--- config.mk ---
export PLATFORM = sky130hd
export DESIGN_NAME = stage5_output_buffer
export DESIGN_NICKNAME = d
export VERILOG_FILES = /design/src/rtl/stage5_output_buffer.sv
export SDC_FILE = /design/constraint.sdc
export NUM_CORES = 1
export LEC_CHECK = 0
export ABC_AREA = 1
export CAP_MARGIN = 20
export CORE_MARGIN = 5
export CORE_UTILIZATION = 44
export DETAILED_ROUTE_END_ITERATION = 8
export GPL_ROUTABILITY_DRIVEN = 0
export HOLD_SLACK_MARGIN = 0.05
export PLACE_DENSITY = 0.64
export SYNTH_ARGS = -nofsm -noshare
export SYNTH_HDL_FRONTEND = slang
export SYNTH_SLANG_ARGS = --single-unit
--- constraint.sdc ---
create_clock -name clk -period 6.1 [get_ports clk]
set_clock_uncertainty 0.1 [all_clocks]
set_input_delay 1.525 -clock clk [delete_from_list [all_inputs] [get_ports clk]]
set_output_delay 1.525 -clock clk [all_outputs]
set_load 0.05 [all_outputs]
--- src/rtl/stage5_output_buffer.sv ---
// stage5_output_buffer: select/sign/round/saturate accepted GRNG samples into a valid/ready FIFO with stats and upstream stall
module stage5_output_buffer #(
  parameter int DEPTH    = 8,
  parameter int LOG2D    = 3,
  parameter int OUT_W    = 16,
  parameter int OUT_FRAC = 11
) (
  input  logic             clk,
  input  logic             rst,
  input  logic             valid_in,
  input  logic             tail_case,
  input  logic             reject,
  input  logic [35:0]      normal_value,
  input  logic [35:0]      tail_value,
  input  logic             sign_bit,
  output logic             in_stall,
  output logic             out_valid,
  input  logic             out_ready,
  output logic [OUT_W-1:0] out_data,
  input  logic             clr_stats,
  output logic [31:0]      accept_cnt,
  output logic [31:0]      reject_cnt,
  output logic [31:0]      tail_cnt,
  output logic             overflow
);
  localparam int SH = 28 - OUT_FRAC;
  localparam logic signed [37:0] MAXV = (38'sd1 <<< (OUT_W - 1)) - 38'sd1;
  localparam logic signed [37:0] MINV = -(38'sd1 <<< (OUT_W - 1));
  logic [35:0]        v;
  logic signed [36:0] s;
  logic signed [37:0] rnd, r;
  logic [OUT_W-1:0]   sat, s1_data;
  logic               s1_valid, acc, rej, pop, full, wr, drop;
  logic [LOG2D-1:0]   wr_ptr, rd_ptr;
  logic [LOG2D:0]     count;
  logic [OUT_W-1:0]   mem [DEPTH];
  // 37-bit sign extension keeps -(-2^35) representable; one more bit absorbs the rounding add
  always_comb begin
    v   = tail_case ? tail_value : normal_value;
    s   = sign_bit ? -{v[35], v} : {v[35], v};
    rnd = {s[36], s} + (38'sd1 <<< (SH - 1));
    r   = rnd >>> SH;
    sat = r > MAXV ? MAXV[OUT_W-1:0] : r < MINV ? MINV[OUT_W-1:0] : r[OUT_W-1:0];
  end
  assign acc       = valid_in & ~reject;
  assign rej       = valid_in & reject;
  assign out_valid = count != '0;
  assign pop       = out_valid & out_ready;
  assign full      = count == (LOG2D + 1)'(DEPTH);
  assign wr        = s1_valid & (~full | pop);
  assign drop      = s1_valid & full & ~pop;
  assign in_stall  = count >= (LOG2D + 1)'(DEPTH - 2);
  assign out_data  = mem[rd_ptr];
  always_ff @(posedge clk) begin
    s1_data <= sat;
    if (wr) mem[wr_ptr] <= s1_data;
  end
  always_ff @(posedge clk or posedge rst) begin
    if (rst) begin
      s1_valid   <= 1'b0;
      wr_ptr     <= '0;
      rd_ptr     <= '0;
      count      <= '0;
      accept_cnt <= '0;
      reject_cnt <= '0;
      tail_cnt   <= '0;
      overflow   <= 1'b0;
    end else begin
      s1_valid   <= acc;
      wr_ptr     <= wr_ptr + {{(LOG2D-1){1'b0}}, wr};
      rd_ptr     <= rd_ptr + {{(LOG2D-1){1'b0}}, pop};
      count      <= count + {{LOG2D{1'b0}}, wr} - {{LOG2D{1'b0}}, pop};
      accept_cnt <= clr_stats ? '0 : accept_cnt + {31'b0, acc & ~&accept_cnt};
      reject_cnt <= clr_stats ? '0 : reject_cnt + {31'b0, rej & ~&reject_cnt};
      tail_cnt   <= clr_stats ? '0 : tail_cnt + {31'b0, acc & tail_case & ~&tail_cnt};
      overflow   <= clr_stats ? 1'b0 : overflow | drop;
    end
  end
endmodule

==> run_results.csv <==
group,metric,value,unit
place,dp_hpwl,25600,um
yosys,synth_flop_cell,"edfxtp_1",
layout,final_core_util,0.550,
worst_setup_path,critPathArrivalTime,3.48,ns
drt,drc,0,
power_and_ir_drop,ir_drop,0.210,mV
cts,ctsRootBufferMaster,"clkbuf_16",
yosys,synth_edf_count,128,
yosys,netlist_instances,1680,
drt,routedWlPerCell,15.5,um
global_route,grt_pass1_wl,58500,um
layout,finalNetCount,1966,
worst_setup_path,slowest_stage,"clkdlybuf4s50_1",
cts,clk_pin_slew,0.06,ns
cts,clk_latency,0.54,ns
layout,syn2layout_area_growth,23.7,%
power_and_ir_drop,total_power,5.39,mW
run,maxCapViolations,0,
worst_setup_path,cp-start-kind,"flip-flop",
layout,n_fill_cell,2814,
cts,clock_sinks,252,
global_route,grt_start_max_net_pins,82,
yosys,synth_cell_types,51,
die,dieArea,0.0345,mm2
worst_setup_path,cpPeakStageDelay,0.78,ns
cts,cts_setup_buffers,0,
cts,cts_tree,"done",
hold_path,worstHoldStart,"rd_ptr[2]",
yosys,synthArstFlopShare,0.429,
yosys,yosys_register_bits,252,
yosys,post_synth.cell_area_avg,8.08,um2
layout,drive_gt1_frac,0.0736,
drt,viasPerCell,5.03,
sta,rsz0062_at_grt,"false",
sta,min_period_over_period,0.837,
worst_setup_path,worstPathMaxFanout,50,
worst_setup_path,required,4.47,ns
sta,setup_ws,0.996,ns
sta,setup_viol,0,
sta,fmax,196,MHz
sta,tns,0,ns
place,port_buffers,194,
yosys,syn_area,0.0136,mm2
yosys,synth-seq-area-share,0.506,
cts,htreeDepth,1,
cts,hold_buffers,0,
sta,worst_pin_slew,1.08,ns
global_route,grt_pass1_vias,11100,
worst_setup_path,rr_endpoint,"accept_cnt[30]",
drt,num_vias,11500,
global_route,antenna_found_initial,0,
worst_setup_path,cp_top_family,"buffers and inverters",
hold_path,hold_class,"flip-flop to flip-flop",
die,io_pins,195,
hold_path,hold_end,"rd_ptr[2]",
status,status,"finished clean",
worst_setup_path,crit_path_end_kind,"primary output",
sta,slew_viol_final,0,
power_and_ir_drop,power_leakage,6.82,nW
worst_setup_path,crit_buf_inv,3,
cts,clockBufferDepth,3,
worst_setup_path,ff2ff_setup_slack,2.29,ns
drt,dr.pass1.iters,7,
cts,postCtsResizedCells,0,
yosys,syn-num-nets,1779,
layout,num_antenna_cells,0,
global_route,grt.total_usage,0.207,
layout,multiInputGateArea,0.00568,mm2
sta,slew_headroom,0.279,
worst_setup_path,worstSetupPathType,"flip-flop to primary output",
die,initial_core_util,0.445,
drt,routed_wirelength,35400,um
power_and_ir_drop,power_per_cell_area,321,mW/mm2
layout,layout.area.seq,0.00687,mm2
cts,cts_buffers,28,
sta,hold_viol_final,0,
sta,fin_crit,5.10,ns
die,dieWidth,186,um
sta,fin_hold_ws,0.366,ns
worst_setup_path,r2r_cells,23,
die,core_region_area,0.0305,mm2
drt,first_iter_violations,661,
yosys,ys_warn_count,0,
place,dp_slack,0.753,ns
worst_setup_path,r2r_start,"accept_cnt[12]",
worst_setup_path,critical_path.cell_chain,"clkinv_1, buf_12, o21ai_0, o22ai_1, nor2_1, a31oi_1, clkdlybuf4s50_1",
drt,ant_nets,0,
hold_path,holdPathStages,1,
die,die_h,186,um
die,rows,64,
global_route,grt_overflow_total,0,
==> how the worst max path moves through the flow <==
| stage | from | to | depth (start not counted) | slack [ns] |
|---|---|---|---|---|
| 3_5_place_dp | valid_in | accept_cnt[30] | 23 | 0.75 |
| 5_1_grt | rd_ptr[0] | out_data[15] | 7 | 0.74 |
| 4_1_cts | rd_ptr[0] | out_data[15] | 7 | 1.0 |
| 2_1_floorplan | rst | accept_cnt[0] | 1 | 1.63 |
| 3_3_place_gp | valid_in | accept_cnt[30] | 23 | 0.98 |
| 6_report | rd_ptr[0] | out_data[15] | 7 | 1.0 |
==> final cells by class <==
class / instances / share of cell area
multi-input combinational: 1181 / 0.338
sequential: 252 / 0.409
clock inverter: 12 / 0.00559
tap: 396 / 0.0295
timing repair buffer: 207 / 0.125
clock buffer: 40 / 0.0481
inverter: 197 / 0.0445
==> logic make-up (layout without fill, tap and decap cells) <==
kind of cell | Yosys count | after routing | share of synthesized area
AOI/OAI and AO/OA | 236 | 236 | 0.0955
xor gates and xnor gates | 28 | 28 | 0.0181
adders and majority gates | 19 | 19 | 0.0181
buffers and inverters | 247 | 456 | 0.0774
DFF | 252 | 252 | 0.506
muxes | 1 | 1 | 0.000737
and+or+nand+nor | 897 | 897 | 0.284
==> synth_stat cells, drive strengths merged, types with 2 or more instances <==
cell type | instances | area share
nor3 | 47 | 0.017
o21ai | 115 | 0.043
a211oi | 5 | 0.0028
dfxtp | 16 | 0.024
o21a | 8 | 0.0044
o22ai | 16 | 0.0074
a41oi | 2 | 0.0013
nor2 | 316 | 0.094
nor4 | 7 | 0.0032
xnor2 | 9 | 0.0058
nand2 | 429 | 0.13
a31oi | 22 | 0.010
nor3b | 5 | 0.0031
or2 | 2 | 0.00092
nand3 | 57 | 0.023
ha | 18 | 0.017
a21oi | 63 | 0.023
dfrtp | 108 | 0.20
buf | 22 | 0.015
nand4 | 18 | 0.0083
a221oi | 3 | 0.0019
nand3b | 8 | 0.0047
inv | 196 | 0.055
clkbuf | 28 | 0.0077
xor2 | 19 | 0.012
and3 | 6 | 0.0028
edfxtp | 128 | 0.28
==> routing by layer <==
layer	vias up	track usage	routed length (um)
li1	5857	-	-
met1	5302	0.287	16300
met2	277	0.342	16600
met3	57	0.0321	1750
met4	0	0.0574	827
met5	-	0	0
==> layout by cell type, fill, tap and decap left out, types with 33 or more instances in the layout <==
cell,netlist,routed
nand2_1,393,393
nor2_1,296,288
inv_1,193,192
clkdlybuf4s50_1,0,192
edfxtp_1,128,128
o21ai_0,108,108
dfrtp_1,108,107
a21oi_1,63,63
nand3_1,52,52
nor3_1,47,47
nand2_2,33,33
==> sequential cells by signal, summed over array words and instances, names as in the netlist, 3 cells and up <==
signal / flops
mem: 128
tail_cnt: 32
reject_cnt: 32
accept_cnt: 32
wr_ptr: 3
rd_ptr: 3
count: 4
s1_data: 16
==> per-stage QoR <==
| step | std cells | area, um2 |
|---|---|---|
| final | 2285 | 16800 |
| after global routing | 2285 | 16800 |
| after CTS | 2282 | 16700 |
| after detailed placement | 2230 | 15800 |
| after global placement | 2229 | 15800 |
| after floorplan | 1680 | 13600 |
==> report_power, final <==
part	switching, mW	leakage (nW)	internal [mW]	total, mW
logic	1.15	3.62	0.562	1.71
clock network	0.667	0.446	0.962	1.63
registers	0.106	2.76	1.94	2.05
(Power assumes the default switching activity.)
